### src/rtl/mem_arbiter.sv
// Two-port arbiter in front of a single synchronous-read byte memory.
// Supports round-robin or fixed priority, plus bounded bus locking for atomic sequences.
module mem_arbiter #(
  parameter int LOCK_MAX   = 8,
  parameter int FIXED_PRIO = 0
) (
  input  logic        clock,
  input  logic        reset,
  input  logic        p0_req,
  input  logic        p0_we,
  input  logic        p0_lock,
  input  logic [15:0] p0_addr,
  input  logic [7:0]  p0_wdata,
  input  logic        p1_req,
  input  logic        p1_we,
  input  logic        p1_lock,
  input  logic [15:0] p1_addr,
  input  logic [7:0]  p1_wdata,
  output logic        p0_gnt,
  output logic        p1_gnt,
  output logic        p0_rvalid,
  output logic        p1_rvalid,
  output logic [7:0]  p0_rdata,
  output logic [7:0]  p1_rdata,
  output logic        mem_en,
  output logic        mem_we,
  output logic [15:0] mem_addr,
  output logic [7:0]  mem_wdata,
  input  logic [7:0]  mem_rdata
);

  localparam int CNT_W = $clog2(LOCK_MAX + 1);

  typedef enum logic [1:0] {
    IDLE = 2'd0,
    OWN0 = 2'd1,
    OWN1 = 2'd2
  } state_t;

  state_t           state_q, state_d;
  logic [CNT_W-1:0] lock_cnt_q, lock_cnt_d;
  logic [CNT_W-1:0] cnt_next;
  logic             last_q, last_d;  // port that won most recently
  logic [1:0]       bar_q, bar_d;    // port barred after a forced release
  logic             rvalid0_q, rvalid0_d;
  logic             rvalid1_q, rvalid1_d;
  logic             elig0, elig1;
  logic             win_port, win_lock;

  always_comb begin
    state_d    = state_q;
    lock_cnt_d = lock_cnt_q;
    last_d     = last_q;
    bar_d      = bar_q;
    p0_gnt     = 1'b0;
    p1_gnt     = 1'b0;
    elig0      = 1'b0;
    elig1      = 1'b0;
    win_port   = 1'b0;
    win_lock   = 1'b0;
    cnt_next   = '0;

    if (!reset) begin
      case (state_q)
        IDLE: begin
          // A barred port yields only while the other port is actually asking.
          elig0 = p0_req && !(bar_q[0] && p1_req);
          elig1 = p1_req && !(bar_q[1] && p0_req);
          if (elig0 && elig1) begin
            if ((FIXED_PRIO != 0) || last_q) begin
              p0_gnt = 1'b1;
            end else begin
              p1_gnt = 1'b1;
            end
          end else begin
            p0_gnt = elig0;
            p1_gnt = elig1;
          end
        end
        OWN0:    p0_gnt = p0_req;
        OWN1:    p1_gnt = p1_req;
        default: ;
      endcase

      if (p1_gnt || !p1_req) bar_d[0] = 1'b0;
      if (p0_gnt || !p0_req) bar_d[1] = 1'b0;

      if (p0_gnt || p1_gnt) begin
        win_port = p1_gnt;
        win_lock = p1_gnt ? p1_lock : p0_lock;
        cnt_next = (state_q == IDLE) ? CNT_W'(1) : lock_cnt_q + 1'b1;
        last_d   = win_port;
        if (win_lock && (cnt_next < CNT_W'(LOCK_MAX))) begin
          state_d    = win_port ? OWN1 : OWN0;
          lock_cnt_d = cnt_next;
        end else begin
          state_d    = IDLE;
          lock_cnt_d = '0;
          if (win_lock) bar_d[win_port] = 1'b1;
        end
      end
    end

    rvalid0_d = p0_gnt && !p0_we;
    rvalid1_d = p1_gnt && !p1_we;
  end

  always_comb begin
    mem_we    = 1'b0;
    mem_addr  = '0;
    mem_wdata = '0;
    if (p0_gnt) begin
      mem_we    = p0_we;
      mem_addr  = p0_addr;
      mem_wdata = p0_wdata;
    end else if (p1_gnt) begin
      mem_we    = p1_we;
      mem_addr  = p1_addr;
      mem_wdata = p1_wdata;
    end
  end

  assign mem_en = p0_gnt | p1_gnt;

  // Masking with reset kills a read response that would land in a reset cycle.
  assign p0_rvalid = rvalid0_q & ~reset;
  assign p1_rvalid = rvalid1_q & ~reset;
  assign p0_rdata  = mem_rdata;
  assign p1_rdata  = mem_rdata;

  always_ff @(posedge clock) begin
    if (reset) begin
      state_q    <= IDLE;
      lock_cnt_q <= '0;
      last_q     <= 1'b1;
      bar_q      <= '0;
      rvalid0_q  <= 1'b0;
      rvalid1_q  <= 1'b0;
    end else begin
      state_q    <= state_d;
      lock_cnt_q <= lock_cnt_d;
      last_q     <= last_d;
      bar_q      <= bar_d;
      rvalid0_q  <= rvalid0_d;
      rvalid1_q  <= rvalid1_d;
    end
  end

endmodule

### config.mk
export PLATFORM = sky130hd
export DESIGN_NAME = mem_arbiter
export DESIGN_NICKNAME = d
export VERILOG_FILES = /design/src/rtl/mem_arbiter.sv
export SDC_FILE = /design/constraint.sdc
export NUM_CORES = 1
export LEC_CHECK = 0
export CAP_MARGIN = 20
export CELL_PAD_IN_SITES_DETAIL_PLACEMENT = 1
export CELL_PAD_IN_SITES_GLOBAL_PLACEMENT = 2
export CORE_UTILIZATION = 12
export DETAILED_ROUTE_END_ITERATION = 10
export PLACE_DENSITY_LB_ADDON = 0.1
export SYNTH_ARGS = -nofsm -noshare
export SYNTH_HDL_FRONTEND = slang
export SYNTH_SLANG_ARGS = --single-unit
export TNS_END_PERCENT = 50
### constraint.sdc
create_clock -name clock -period 1.7 [get_ports clock]
set_input_delay 0.34 -clock clock [delete_from_list [all_inputs] [get_ports clock]]
set_output_delay 0.34 -clock clock [all_outputs]
set_load 0.1 [all_outputs]
==> results of run 1 <==
==> layer usage <==
layer	vias up	routed length, um	track usage (%)
met3	4	811	8.74
li1	640	-	-
met4	0	39	2.05
met2	76	2680	21.9
met1	645	1760	11.7
met5	-	0	0
==> worst reg2reg max path, delay by kind of cell, from the launching register on <==
kind            cells  cell delay, ps
buf+inv             5             670
flops               1             330
simple gates        2             270
compound gates      3             450
==> path summary, 6_finish.rpt <==
check	cells past startpoint	slack, ps	from	end
worst min register to register	2	470	last_q$_SDFFE_PP1N_	last_q$_SDFFE_PP1N_
worst max register to register	10	-130	state_q[1]$_SDFFE_PP0N_	state_q[0]$_SDFFE_PP0N_
worst max-delay path	7	-370	last_q$_SDFFE_PP1N_	mem_addr[14]
worst min-delay path	2	470	last_q$_SDFFE_PP1N_	last_q$_SDFFE_PP1N_
==> registers in the layout, summed over array words and instances, names as in the netlist <==
signal      flops
rvalid1_q       1
state_q         2
lock_cnt_q      4
bar_q           2
rvalid0_q       1
last_q          1
==> final cells by class <==
cell class                 count  area, um^2
fill                         916        5360
timing repair buffer         123        1530
multi-input combinational     85         882
sequential                    11         225
tap                          105         131
clock buffer                   4        45.0
==> metrics by stage <==
step                      setup WS (ps)  utilization [%]
final                              -370             34.5
after detailed placement           -655             30.3
after global routing               -434             34.5
after global placement             -627             30.3
after CTS                          -399             33.8
after floorplan                    -480                -
==> kinds of logic after synthesis <==
logic type	Yosys count	synth area share [%]
adders and majority gates	1	1.24
DFF	11	21.8
and+or+nand+nor	39	22.8
buffers and inverters	24	18.5
AOI/OAI and AO/OA	43	34.8
xor gates and xnor gates	1	0.868
==> what timing repair did <==
| action | CTS | global route |
|---|---|---|
| pin swaps | 8 | 6 |
| gates cloned | 4 | 1 |
| hold endpoints to repair | 0 | 0 |
| gates resized for setup | 26 | 9 |
| setup buffers | 6 | 1 |
| setup endpoints to repair | 34 | 32 |
==> power by group <==
group | switching, mW | internal [mW]
sequential | 0.00903 | 0.270
clock | 0.103 | 0.165
combinational | 0.632 | 0.537
total | 0.744 | 0.972
==> cells in the final DEF, fill, tap and decap left out, types with 4 or more instances in the layout <==
master | Yosys | final
sky130_fd_sc_hd__clkdlybuf4s50_1 | 0 | 52
sky130_fd_sc_hd__buf_12 | 0 | 33
sky130_fd_sc_hd__buf_4 | 17 | 30
sky130_fd_sc_hd__a22o_4 | 0 | 21
sky130_fd_sc_hd__dfxtp_1 | 11 | 7
sky130_fd_sc_hd__nand2_1 | 8 | 6
sky130_fd_sc_hd__nor2b_4 | 2 | 5
sky130_fd_sc_hd__nor2_1 | 8 | 5
sky130_fd_sc_hd__nand3_1 | 5 | 5
sky130_fd_sc_hd__a21oi_1 | 6 | 5
sky130_fd_sc_hd__dfxtp_2 | 0 | 4
==> results.rst, run 1 <==
.. list-table::
   :header-rows: 1

   * - Metric
     - Value
   * - Setup repair after global routing missed its margin
     - true
   * - Syn_area_per_cell
     - 8.49 um^2
   * - Remaining routing DRC violations
     - 0
   * - Slowest-stage cell, CP
     - sky130_fd_sc_hd__dfxtp_2
   * - H-Tree Depth
     - 1
   * - Netlist cell types
     - 33
   * - Clock buffer count from CTS
     - 3
   * - Startpoint type of the worst setup path
     - flop
   * - Synthesized flop and latch total
     - 11
   * - Cell count after synthesis
     - 119
   * - PwrDens
     - 609 mW/mm^2
   * - Number of nets in the finished design
     - 289
   * - Synth top area share
     - 21.8%
   * - Sequential fraction of the synthesis area
     - 21.8%
   * - Setup TNS
     - -9220 ps
   * - Failing checks
     - setup timing
   * - Chip Height
     - 93.7 um
   * - Clk Latency, worst-skew pair
     - 240 ps
   * - Count of buffering cells on the critical path with inverters included
     - 2
   * - Number of DRC markers after the initial detailed-route iteration
     - 8
   * - CTS Root Cell
     - sky130_fd_sc_hd__clkbuf_8
   * - Cell type with the highest aggregate area in the netlist
     - sky130_fd_sc_hd__dfxtp_1
   * - Sum of overflow across all layers after global routing
     - 0
   * - Cell area reported after detailed placement
     - 0.00248 mm^2
   * - Number of flops mapped to enable cells by yosys
     - 0
   * - Die ar.
     - 0.00879 mm^2
   * - Largest fanout on the critical path
     - 7
   * - Count of port buffers added during placement
     - 85
   * - Hold WC Path Type
     - reg -> reg
   * - Number of setup violations in the final report
     - 33
   * - Number of antenna violations at the first check in global routing
     - 0
   * - Final GP Congestion
     - 0.780
   * - # diodes
     - 0
   * - Number of hold violations in the final report
     - 0
   * - Placed cell count
     - 313
   * - GR Util All Layers
     - 12.3%
   * - Total design power
     - 1.72 mW
   * - Clk_skew
     - 6.06 ps
   * - Core area
     - 0.00818 mm^2
   * - Main flop type after synthesis
     - sky130_fd_sc_hd__dfxtp_1
   * - Synth async-reset ratio
     - 0%
   * - Worst-case vdd ir drop
     - 0.000269 V
   * - HPWL Detailed
     - 4020 um
   * - Die extent in x
     - 93.7 um
   * - Min cycle time layout
     - 2070 ps
   * - Worst slew margin
     - 80.4%
   * - Result of the run
     - finished, violations left
   * - Top Family by Delay on Critical Path
     - simple AND/OR/NAND/NOR gates
   * - Commonest cells post-synth
     - sky130_fd_sc_hd__a22o_1 (24), sky130_fd_sc_hd__buf_4 (17), sky130_fd_sc_hd__dfxtp_1 (11), sky130_fd_sc_hd__nand2_1 (8), sky130_fd_sc_hd__nor2_1 (8)
   * - Number of detailed-route iterations in the first pass
     - 4
   * - Count of synthesis-stage warnings from yosys
     - 0
   * - Part of the cycle the worst path needs
     - 122%
   * - Lkg Pwr
     - 1.18 nW
   * - TritonCTS clock tree
     - done
   * - Routed Wire Length
     - 5290 um
   * - Most frequently used cell type in the post-synthesis netlist
     - sky130_fd_sc_hd__a22o_1
   * - Timing-limited maximum frequency
     - 483 MHz
   * - Post-Synthesis Cell Area
     - 0.00101 mm^2
   * - Class of the most critical setup path
     - reg -> out
   * - Ordered list of cells on the worst path
     - nor2b_4 > o21ai_2 > and2_4 > nor2b_4 > buf_12 > a22o_1 > buf_12
   * - Final instance area
     - 0.00282 mm^2
   * - Pins over their slew limit
     - 0
   * - DR vias/cell
     - 4.16
   * - Count of hold-fix buffers inserted at cts
     - 0
   * - Syn Nets
     - 184
   * - Critical path arrival
     - 1730 ps
   * - Worst hold slack
     - 474 ps
   * - Max Buffers Root-to-Sink
     - 2
   * - PnR worst setup slack
     - -370 ps
   * - Slew at the pin closest to its max-slew limit
     - 293 ps
   * - Critical path capture point type
     - output pin
   * - Sink count of the clock tree
     - 11
   * - Maximum number of pins on one net before global-route repair
     - 14
   * - Wirelength per Cell
     - 16.1 um
   * - Cell row count
     - 33
   * - CTS clk-pin slew, worst paths
     - 50 ps
   * - Count of boundary I/O pins
     - 110
   * - Area grow syn2layout
     - 179%
   * - CP peak stage delay
     - 340 ps
   * - Main area contributors after synthesis
     - sky130_fd_sc_hd__dfxtp_1 (22%), sky130_fd_sc_hd__a22o_1 (21%), sky130_fd_sc_hd__buf_4 (13%), sky130_fd_sc_hd__buf_6 (4.5%), sky130_fd_sc_hd__a21oi_1 (3.0%)
   * - Fraction of layout instances using a drive strength above 1
     - 53.4%
   * - Worst EP required
     - 1360 ps
   * - Starting density of the core
     - 12.4%
   * - Global-route wire length before repair
     - 8230 um
   * - Final Instance Count excl. Fillers
     - 328
   * - Remaining number of nets flagged by the antenna check after routing
     - 0
   * - Maximum capacitance violations
     - 0
   * - Via count
     - 1365
   * - Number of global-route vias before repair
     - 1607
Note: power is estimated with default switching activity, not from simulation.
==> run 2, diff against run 1 <==
--- a/config.mk
+++ b/config.mk
@@ -8,7 +8,7 @@
 export CAP_MARGIN = 20
 export CELL_PAD_IN_SITES_DETAIL_PLACEMENT = 1
 export CELL_PAD_IN_SITES_GLOBAL_PLACEMENT = 2
-export CORE_UTILIZATION = 12
+export CORE_UTILIZATION = 14
 export DETAILED_ROUTE_END_ITERATION = 10
 export PLACE_DENSITY_LB_ADDON = 0.1
 export SYNTH_ARGS = -nofsm -noshare
==> constraint.sdc (replaced) <==
create_clock -name clock -period 2.4 [get_ports clock]
set_input_delay 0.48 -clock clock [delete_from_list [all_inputs] [get_ports clock]]
set_output_delay 0.48 -clock clock [all_outputs]
set_load 0.1 [all_outputs]
==> run 2 against run 1 <==
The flow now finishes without violations. Clock power down 28%. Final area down 7.7%. Global-route usage up 1.5 points. Non-clock buffer count down 9. Routed wire length down 5.1%. Die area down 14%. Via count down 3.6%. Total power down 32%. Combinational power down 34%. Worst hold slack better by 9.4 ps. Register-to-register slack better by 730 ps. Flip-flop and latch count unchanged. Largest power group unchanged.
==> results.rst, run 2 (synthesized netlist as in run 1, its figures left out) <==
.. list-table::
   :header-rows: 1

   * - Metric
     - Value
   * - Result of the run
     - finished clean
   * - Lkg Pwr
     - 1.06 nW
   * - Die extent in x
     - 86.9 um
   * - Worst slew margin
     - 67.2%
   * - Number of nets in the finished design
     - 280
   * - Area grow syn2layout
     - 158%
   * - Clk Latency, worst-skew pair
     - 250 ps
   * - Max FFs per register
     - 4
   * - Wirelength per Cell
     - 16.2 um
   * - TritonCTS clock tree
     - done
   * - Critical path arrival
     - 1840 ps
   * - Setup repair after global routing missed its margin
     - false
   * - Part of the cycle the worst path needs
     - 96.9%
   * - Count of boundary I/O pins
     - 110
   * - H-Tree Depth
     - 1
   * - CTS Root Cell
     - sky130_fd_sc_hd__clkbuf_8
   * - Dpl ws
     - -443 ps
   * - Total design power
     - 1.17 mW
   * - Clk_skew
     - 5.64 ps
   * - Pins over their slew limit
     - 0
   * - Number of setup violations in the final report
     - 0
   * - PnR worst setup slack
     - 75.1 ps
   * - Count of port buffers added during placement
     - 85
   * - CTS clk-pin slew, worst paths
     - 50 ps
   * - Number of DRC markers after the initial detailed-route iteration
     - 31
   * - Maximum number of pins on one net before global-route repair
     - 13
   * - Cell row count
     - 30
   * - Routed Wire Length
     - 5020 um
   * - Clock buffer count from CTS
     - 3
   * - Global-route wire length before repair
     - 7780 um
   * - Startpoint type of the worst setup path
     - primary input
   * - Min cycle time layout
     - 2320 ps
   * - Max Buffers Root-to-Sink
     - 2
   * - Slew at the pin closest to its max-slew limit
     - 490 ps
   * - Most used cells in the layout excluding fill and tap cells
     - sky130_fd_sc_hd__clkdlybuf4s50_1 (52), sky130_fd_sc_hd__buf_12 (34), sky130_fd_sc_hd__buf_4 (20), sky130_fd_sc_hd__a22o_1 (14), sky130_fd_sc_hd__a22o_4 (10)
   * - Registers with the most flip-flops
     - lock_cnt_q (4), bar_q (2), state_q (2)
   * - Number of global-route vias before repair
     - 1553
   * - Fraction of layout instances using a drive strength above 1
     - 43.5%
   * - Crit path from
     - p0_req
   * - Number of detailed-route iterations in the first pass
     - 4
   * - DR vias/cell
     - 4.25
   * - Sum of overflow across all layers after global routing
     - 0
   * - Final GP Congestion
     - 0.768
   * - Reg-to-reg slack, setup
     - 600 ps
   * - Worst EP required
     - 1920 ps
   * - Launch instance of the worst min-delay path
     - lock_cnt_q[1]$_SDFFE_PP0N_
   * - Class of the most critical setup path
     - in -> out
   * - PwrDens
     - 449 mW/mm^2
   * - Critical path capture point type
     - output pin
   * - Remaining number of nets flagged by the antenna check after routing
     - 0
   * - Hold WC Path Type
     - reg -> reg
   * - Number of antenna violations at the first check in global routing
     - 0
   * - Remaining routing DRC violations
     - 0
   * - Timing-limited maximum frequency
     - 430 MHz
   * - Worst-case vdd ir drop
     - 0.000175 V
   * - Register bank with the most flops
     - lock_cnt_q
   * - Maximum capacitance violations
     - 0
   * - Starting density of the core
     - 14.7%
   * - Via count
     - 1316
   * - Number of hold violations in the final report
     - 0
   * - GR Util All Layers
     - 13.9%
   * - Core area
     - 0.00687 mm^2
   * - R2r startpoint
     - state_q[0]$_SDFFE_PP0N_
   * - Die ar.
     - 0.00756 mm^2
   * - Chip Height
     - 86.9 um
   * - Most frequent standard cell in the layout excluding fill and tap cells
     - sky130_fd_sc_hd__clkdlybuf4s50_1
   * - # diodes
     - 0
   * - HPWL Detailed
     - 3790 um
   * - Largest fanout on the critical path
     - 6
   * - Sink count of the clock tree
     - 11
## run 2: metal layers
layer | GRT usage [%] | share of wire [%]
met1 | 13.4 | 35
met2 | 26.4 | 55
met3 | 5.02 | 8.4
met4 | 5.61 | 1.5
met5 | 0 | 0
## run 2: through the flow
stage	cell area (um^2)	std cells	utilization, %	hold slack, ps	TNS (ps)
3_3_place_gp	2240	290	32.6	448	-9370
3_5_place_dp	2240	290	32.6	453	-10500
5_1_grt	2600	310	37.9	502	0
2_1_floorplan	1040	119	-	431	-831
6_report	2600	310	37.9	483	0
4_1_cts	2580	309	37.6	475	0
## run 2: power by group
| part | total (mW) | switching, mW | internal, mW | leakage (nW) |
|---|---|---|---|---|
| Clock | 0.193 | 0.0759 | 0.117 | 0.0228 |
| Sequential | 0.197 | 0.00694 | 0.191 | 0.0906 |
| Combinational | 0.777 | 0.427 | 0.350 | 0.947 |
| Total | 1.17 | 0.510 | 0.658 | 1.06 |
## run 2: layout make-up
| type | instances | area (um^2) |
|---|---|---|
| multi-input combinational | 85 | 743 |
| clock buffer | 4 | 45.0 |
| timing repair buffer | 114 | 1470 |
| tap | 96 | 120 |
| fill | 754 | 4270 |
| sequential | 11 | 223 |
## run 2: what timing repair did
| action | CTS | global route |
|---|---|---|
| setup buffers | 12 | 1 |
| endpoints found under the setup margin | 27 | 9 |
| gates cloned | 3 | 0 |
| hold buffers | 0 | 0 |
| pin swaps | 10 | 3 |
| hold endpoints to repair | 0 | 0 |
| gates resized for setup | 28 | 6 |
## run 2: path summary, 6_finish.rpt
kind | to | cells past startpoint
hold / removal | lock_cnt_q[1]$_SDFFE_PP0N_ | 2
setup / recovery | mem_addr[5] | 10
hold reg to reg | lock_cnt_q[1]$_SDFFE_PP0N_ | 2
setup reg to reg | lock_cnt_q[2]$_SDFFE_PP0N_ | 9
## run 2: critical path: stages
cell,delay (ps)
sky130_fd_sc_hd__clkdlybuf4s15_1,180
sky130_fd_sc_hd__nor2b_4,140
sky130_fd_sc_hd__buf_6,120
sky130_fd_sc_hd__nand2_4,60
sky130_fd_sc_hd__nor2_4,50
sky130_fd_sc_hd__buf_12,130
sky130_fd_sc_hd__buf_16,130
sky130_fd_sc_hd__buf_8,130
sky130_fd_sc_hd__a22o_4,260
sky130_fd_sc_hd__buf_12,160
